$ cat src/rtl/load_store_unit.sv
// Load/store unit: one outstanding data-memory access with a
// valid/ready style handshake, lane steering and load extension.
module load_store_unit (
  input  logic        clk,
  input  logic        rst_n,
  input  logic        ex_valid,
  input  logic        mem_read,
  input  logic        mem_write,
  input  logic [2:0]  funct3,
  input  logic [31:0] addr,
  input  logic [31:0] wdata,
  input  logic [4:0]  rd,
  input  logic        flush,
  input  logic        dmem_ready,
  input  logic [31:0] dmem_rdata,
  output logic        dmem_req,
  output logic        dmem_we,
  output logic [31:0] dmem_addr,
  output logic [3:0]  dmem_be,
  output logic [31:0] dmem_wdata,
  output logic        stall,
  output logic        wb_valid,
  output logic [4:0]  wb_rd,
  output logic [31:0] wb_data,
  output logic        err
);

  typedef enum logic {
    IDLE = 1'b0,
    BUSY = 1'b1
  } state_t;

  state_t state_q, state_d;

  logic        idle, busy;
  logic        req_seen, one_dir;
  logic        f3_legal, aligned, ok;
  logic        accept, bad;
  logic        sz_b, sz_h;
  logic [3:0]  be_d;
  logic [31:0] wd_d;

  logic        we_q;
  logic [2:0]  f3_q;
  logic [1:0]  off_q;
  logic [4:0]  rd_q;
  logic [31:0] addr_q;
  logic [3:0]  be_q;
  logic [31:0] wd_q;
  logic        kill_q;

  logic        done, load_done;
  logic [31:0] lane;
  logic [31:0] load_val;

  logic        wb_valid_q;
  logic [4:0]  wb_rd_q;
  logic [31:0] wb_data_q;
  logic        err_q;

  assign idle = (state_q == IDLE);
  assign busy = (state_q == BUSY);

  assign req_seen = ex_valid & ~flush
                  & (mem_read | mem_write);
  assign one_dir  = mem_read ^ mem_write;

  // Unsigned loads exist only for reads.
  always_comb begin
    f3_legal = 1'b0;
    unique case (funct3)
      3'b000, 3'b001, 3'b010: f3_legal = 1'b1;
      3'b100, 3'b101:         f3_legal = mem_read;
      default:                f3_legal = 1'b0;
    endcase
  end

  assign sz_b = (funct3[1:0] == 2'b00);
  assign sz_h = (funct3[1:0] == 2'b01);

  always_comb begin
    aligned = 1'b1;
    unique case (1'b1)
      sz_b:    aligned = 1'b1;
      sz_h:    aligned = ~addr[0];
      default: aligned = (addr[1:0] == 2'b00);
    endcase
  end

  assign ok     = one_dir & f3_legal & aligned;
  assign accept = idle & req_seen & ok;
  assign bad    = idle & req_seen & ~ok;

  always_comb begin
    be_d = 4'b1111;
    wd_d = wdata;
    unique case (1'b1)
      sz_b: begin
        be_d = 4'b0001 << addr[1:0];
        wd_d = {4{wdata[7:0]}};
      end
      sz_h: begin
        be_d = 4'b0011 << addr[1:0];
        wd_d = {2{wdata[15:0]}};
      end
      default: begin
        be_d = 4'b1111;
        wd_d = wdata;
      end
    endcase
  end

  always_comb begin
    state_d = state_q;
    unique case (state_q)
      IDLE: if (accept)     state_d = BUSY;
      BUSY: if (dmem_ready) state_d = IDLE;
      default:              state_d = IDLE;
    endcase
  end

  always_ff @(posedge clk or negedge rst_n) begin
    if (!rst_n) begin
      state_q <= IDLE;
      err_q   <= 1'b0;
    end else begin
      state_q <= state_d;
      err_q   <= bad;
    end
  end

  // Request fields are frozen at accept and held until completion.
  always_ff @(posedge clk or negedge rst_n) begin
    if (!rst_n) begin
      we_q   <= 1'b0;
      f3_q   <= 3'b000;
      off_q  <= 2'b00;
      rd_q   <= 5'd0;
      addr_q <= 32'd0;
      be_q   <= 4'b0000;
      wd_q   <= 32'd0;
      kill_q <= 1'b0;
    end else if (accept) begin
      we_q   <= mem_write;
      f3_q   <= funct3;
      off_q  <= addr[1:0];
      rd_q   <= rd;
      addr_q <= {addr[31:2], 2'b00};
      be_q   <= be_d;
      wd_q   <= wd_d;
      kill_q <= 1'b0;
    end else if (busy && flush) begin
      kill_q <= 1'b1;
    end
  end

  assign done      = busy & dmem_ready;
  assign load_done = done & ~we_q & ~kill_q & ~flush;

  assign lane = dmem_rdata >> {off_q, 3'b000};

  always_comb begin
    load_val = lane;
    unique case (f3_q)
      3'b000:  load_val = {{24{lane[7]}}, lane[7:0]};
      3'b001:  load_val = {{16{lane[15]}}, lane[15:0]};
      3'b100:  load_val = {24'd0, lane[7:0]};
      3'b101:  load_val = {16'd0, lane[15:0]};
      default: load_val = lane;
    endcase
  end

  always_ff @(posedge clk or negedge rst_n) begin
    if (!rst_n) begin
      wb_valid_q <= 1'b0;
      wb_rd_q    <= 5'd0;
      wb_data_q  <= 32'd0;
    end else begin
      wb_valid_q <= load_done;
      if (load_done) begin
        wb_rd_q   <= rd_q;
        wb_data_q <= load_val;
      end
    end
  end

  assign dmem_req   = busy;
  assign dmem_we    = busy & we_q;
  assign dmem_addr  = addr_q;
  assign dmem_be    = be_q;
  assign dmem_wdata = wd_q;
  assign stall      = accept | busy;
  assign wb_valid   = wb_valid_q;
  assign wb_rd      = wb_rd_q;
  assign wb_data    = wb_data_q;
  assign err        = err_q;

endmodule

$ cat config.mk
export PLATFORM = sky130hd
export DESIGN_NAME = load_store_unit
export DESIGN_NICKNAME = d
export VERILOG_FILES = /design/src/rtl/load_store_unit.sv
export SDC_FILE = /design/constraint.sdc
export NUM_CORES = 1
export LEC_CHECK = 0
export CORE_UTILIZATION = 44
export DETAILED_ROUTE_END_ITERATION = 7
export PLACE_DENSITY = 0.85
export SYNTH_ARGS = -nofsm -noshare
export SYNTH_HDL_FRONTEND = slang
export SYNTH_SLANG_ARGS = --single-unit
$ cat constraint.sdc
create_clock -name clk -period 2.14 [get_ports clk]
set_input_delay 0.214 -clock clk [delete_from_list [all_inputs] [get_ports clk]]
set_output_delay 0.214 -clock clk [all_outputs]
set_load 0.02 [all_outputs]
# Word level (Yosys, flattened, before mapping)

Index checks and enable logic that the tools add are counted.
Widths: inputs -> output; s select.

Eq/ne operators: 8
Shift operators: 3
Muxes and demuxes: 10
Bitwise operators: 21
Reductions and logical operators: 8

Operator list:

| kind                | number |
|---|---|
| $pmux 32 s4         | 1 |
| $pmux 32 s2         | 1 |
| $shr 32x5->32       | 1 |
| $and 1x1->1         | 12 |
| $eq 3x3->1 const B  | 4 |
| $pmux 4 s2          | 1 |
| $eq 3x1->1 const B  | 2 |
| $logic_not 3->1     | 2 |
| $not 1->1           | 6 |
| $pmux 1 s2          | 3 |
| $logic_not 2->1     | 2 |
| $mux 1              | 4 |
| $shl 1x2->4 const A | 1 |
| $shl 2x2->4 const A | 1 |
| $eq 3x2->1 const B  | 1 |
| $reduce_or 3->1     | 1 |
| $eq 2x1->1 const B  | 1 |
| $or 1x1->1          | 2 |
| $reduce_bool 2->1   | 1 |
| $reduce_or 2->1     | 1 |
| $logic_and 1x1->1   | 1 |
| $xor 1x1->1         | 1 |

Register bits: 118
Input port bits: 111
Output and inout port bits: 110
Logic and storage cells: 63

# Logic depth before layout (Yosys ltp)

Depth in word-level cells: 8
Gate-level depth with buffers: 9
Mapped depth without buffers: 5

# Worst setup path after synthesis

OpenSTA, ideal clock, no wires.

Kind: register to output
Start point: register state_q, in the netlist dmem_req
End point: output port stall
Arrival time: 1678 ps
Required time: 1926 ps
Path slack: 248 ps
Cell stages (with the launch flop): 6
Path buffers: 2
Cell sequence: dfrtp_1 > nor4b_4 > and2_4 > buf_12 > buf_2 > or2_1

Longest elaborated chain between the ends: 4

RTL lines:

| what                     | line | RTL |
|---|---|---|
| from (decl)              | 33   | `state_t state_q, state_d;` |
| from (signal assigned)   | 127  | `state_q <= state_d;` |
| $not 1->1                | -    |  |
| $and 1x1->1 (2 in a row) | 91   | `assign accept = idle & req_seen & ok;` |
| $or 1x1->1 (*)           | 192  | `assign stall = accept \| busy;` |
| to (decl)                | 21   | `output logic stall,` |

Mark *: on every way between the ends. The rest lies on a longest branch, timed or not.

# Worst setup path in the final report

Start point: input port mem_write
End point: output port stall

Longest elaborated chain between the ends: 5
Elaborated cells on any way between the ends: 8
Classes of those cells: bitwise: 8

RTL lines:

| what                                             | line   | RTL |
|---|---|---|
| from (decl)                                      | 8      | `input logic mem_write,` |
| $or 1x1->1 / $xor 1x1->1 (equally long branches) | 65, 66 |  |
| $and 1x1->1, on equally long branches            | 65, 90 |  |
| $and 1x1->1, on equally long branches            | 91, 90 |  |
| $and 1x1->1 (*)                                  | 91     |  |
| $or 1x1->1 (*)                                   | 192    |  |

Marks and branches as above.

==> reports/results.tsv <==
stage	metric	value	unit
routing	detail_route.vias_per_cell	5.205	
grt	met2_usage	0.4201	
routing	first_iter_violations	264	
critical_path	critPathLaunchType	input port	
critical_path	crit-reg2reg-launch	off_q[0]	
clocking	cts.reportedPaths.clkPinSlew	0.05	ns
clocking	cts_sinks	118	
critical_path	setup.worst_path.class	in2out	
grt	grt_max_degree	67	
grt	gr-total-overflow	0	
power	switching_power	3376	uW
timing	fmax	0.4767	GHz
timing	worst_slew_pin_slew	0.5257	ns
finish	multi_input_comb_area	0.002469	mm2
timing	setup-tns-final	0	ns
clocking	cts-buffers-inserted	17	
clocking	worst_skew_pair_later_pin_latency	0.40	ns
power	power_density	1183	mW/mm2
grt	global_route.usage.met3	0.06487	
clocking	ctsRootBufferMaster	clkbuf_16	
power	pwr-share-clk	0.260	
timing	period_share	0.9803	
routing	detail-route-antenna-nets	0	
yosys	synthDominantAreaCellType	dfrtp_1	
routing	dr.pass1.iters	5	
grt	vias_in_the_first_global_route	4700	
yosys	ys_ff_latch	118	
yosys	ys_top_cells_by_count	118 x dfrtp_1, 59 x mux2_4, 52 x nand2_1	
floorplan	die_outline_area	0.01352	mm2
finish	layout.area.seq	0.002953	mm2
grt	grt.met1_usage	0.2688	
clocking	clockBufferDepth	2	
grt	grt_use_total	0.2341	
yosys	cell_types_occupying_the_most_area_after_synthesis	dfrtp_1 51%, mux2_4 15%, mux2i_1 7.0%, a21oi_1 4.4%, nand2_1 3.4%	
grt	antenna_found_initial	0	
floorplan	dieWidth	116.3	um
yosys	postSynth.asyncResetShare	1.000	
clocking	postCtsSetupBuffers	0	
yosys	syn_avg_cell_area	12.38	um2
finish	final_net_count	803	
place	dp_hpwl	11.64	mm
yosys	synthesis.yosys.warnings	0	
floorplan	initial_utilization	0.4534	
timing	final_period_minus_worst_setup_slack	2.098	ns
routing	drt_drc_violations_left	0	
timing	hold_violations	0	
critical_path	timing.reg2reg.worst_path_depth	4	
power	power.leakage	0.003808	uW
clocking	cts.htree.levels	4	
critical_path	critPathCaptureType	primary output	
timing	grt_setup_unrepaired	false	
routing	routed_wl	15.53	mm
routing	via_count	4539	
place	gp_routability_congestion	0.8872	
timing	timing.final.setup_violations	0	
floorplan	std_cell_rows	41	
finish	area_growth_syn_to_layout	50.59	%
timing	fin_worst_skew	0.01069	ns
power	vdd.ir_drop.worst	0.6030	mV
power	swShare	0.3298	
critical_path	critical_path.max_fanout	3	
clocking	tritoncts	done	
timing	slew_violations	0	
yosys	synth-edff-count	0	
place	placement.io_buffers	218	
timing	layout_setup_ws	0.04214	ns
timing	worst_slew_margin_rel	0.6494	
yosys	synth.yosys.seq_area_share	0.5139	
min_path	min-delay-path-class	in2async	
power	cell_internal_pwr	6861	uW
finish	drive_above_1_share	0.1829	
yosys	yosysMostFrequentCell	dfrtp_1	
floorplan	fp.coreArea	0.01267	mm2
yosys	synth_largest_type_area_fraction	0.5139	
critical_path	crit_required	1.93	ns
power	power_frac_seq	0.339	
grt	grt_pass1_wl	23.98	mm
routing	mean_routed_wirelength_per_cell	17.80	um
floorplan	die-height	116.3	um
critical_path	r2r_slack	0.26	ns
critical_path	crit_arrival	1.88	ns
job	total_of_max_cap_violations	0	
yosys	postSynthCellCount	464	
run_status	outcome	finished clean	
yosys	synth_area	0.005746	mm2
critical_path	r2r_end	wb_data[16]	
power	combPwrFrac	0.401	
yosys	number_of_distinct_library_cells_after_synthesis	41	
floorplan	io_pins	221	
finish	fillers	925	
grt	grt_busiest_layer	met2	
finish	num_antenna_cells	0	
yosys	synth_top_flop_cell	dfrtp_1	
place	place_worst_setup_slack	-0.2215	ns
-- sequential cells by signal, indices dropped and copies added (netlist names), 2 cells and up --
signal	flops
f3_q	3
dmem_be	4
dmem_addr	30
rd_q	5
off_q	2
wb_rd	5
dmem_wdata	32
wb_data	32
-- stage by stage --
stage	cells	hold WS, ns	power (uW)	instance area [um2]	util
after floorplan	465	-0.08159	5564	5749	-
after global placement	843	0.08462	7477	8094	0.6388
after detailed placement	843	0.08613	7606	8094	0.6388
after CTS	872	0.2187	10320	8652	0.6828
after global routing	872	0.2402	10720	8652	0.6828
final	872	0.2390	10240	8652	0.6828
-- critical path, cell delays in order --
cell	delay, ns
clkdlybuf4s50_1	0.49
inv_1	0.06
ha_1	0.20
nor4b_4	0.29
and2_4	0.20
or2_1	0.10
dlygate4sd2_1	0.33
-- metal layers --
| metal | wire (um) | vias up |
|---|---|---|
| li1 | - | 2094 |
| met1 | 6134 | 2224 |
| met2 | 8008 | 196 |
| met3 | 1095 | 25 |
| met4 | 286 | 0 |
| met5 | 0 | - |
-- placed cells by master, fill, tap and decap left out, types with 3 or more instances in the layout --
cell,n
mux2i_1,40
mux2_4,59
buf_12,6
nand3_1,16
o311ai_1,7
dfrtp_1,118
a31oi_1,3
a211oi_1,7
clkinv_2,4
clkinvlp_4,4
buf_4,19
o21ai_0,10
clkdlybuf4s50_1,216
mux2_2,10
nor2_1,12
inv_1,5
a21oi_1,50
clkbuf_16,17
o2bb2ai_1,6
nor2b_1,10
nand2_1,52
-- area by class of cell --
cell class / count / share of cell area
clock buffer: 18 / 0.05076
tap: 172 / 0.02487
clock inverter: 10 / 0.01273
inverter: 6 / 0.002603
multi-input combinational: 305 / 0.2853
timing repair buffer: 243 / 0.2824
sequential: 118 / 0.3413
-- what timing repair did --
item                                    4_1_cts  5_1_grt
endpoints found under the setup margin        1        0
hold endpoints to repair                     13        0
hold buffers                                  1        0
resized for setup                             1        0
-- power by group through the flow --
| stage | clock [uW] | sequential [uW] | combinational (uW) |
|---|---|---|---|
| final | 2660 | 3470 | 4100 |
| after global routing | 2810 | 3550 | 4350 |
| after CTS | 2710 | 3480 | 4140 |
| after detailed placement | 0 | 3480 | 4120 |
| after global placement | 0 | 3460 | 4020 |
| after floorplan | 0 | 4200 | 1360 |
-- logic make-up (layout without fill, tap and decap cells) --
family	Yosys count	after routing	synth area share
simple gates	101	101	0.08232
other cells	1	2	0.0006527
compound gates	92	92	0.1004
fa+ha+maj	1	1	0.002177
mux	109	109	0.2435
buf+inv	42	277	0.05705
flops	118	118	0.5139
-- worst max path at each step --
stage          startpoint     to  slack, ns  cells past startpoint
6_report        mem_write  stall       0.04                      7
5_1_grt          mem_read  stall      0.003                      7
4_1_cts         mem_write  stall       0.05                      7
3_5_place_dp    mem_write  stall      -0.22                      7
3_3_place_gp     mem_read  stall      -0.16                      7
2_1_floorplan    dmem_req  stall       0.25                      5
No activity file was read; power rests on OpenSTA's default activity.
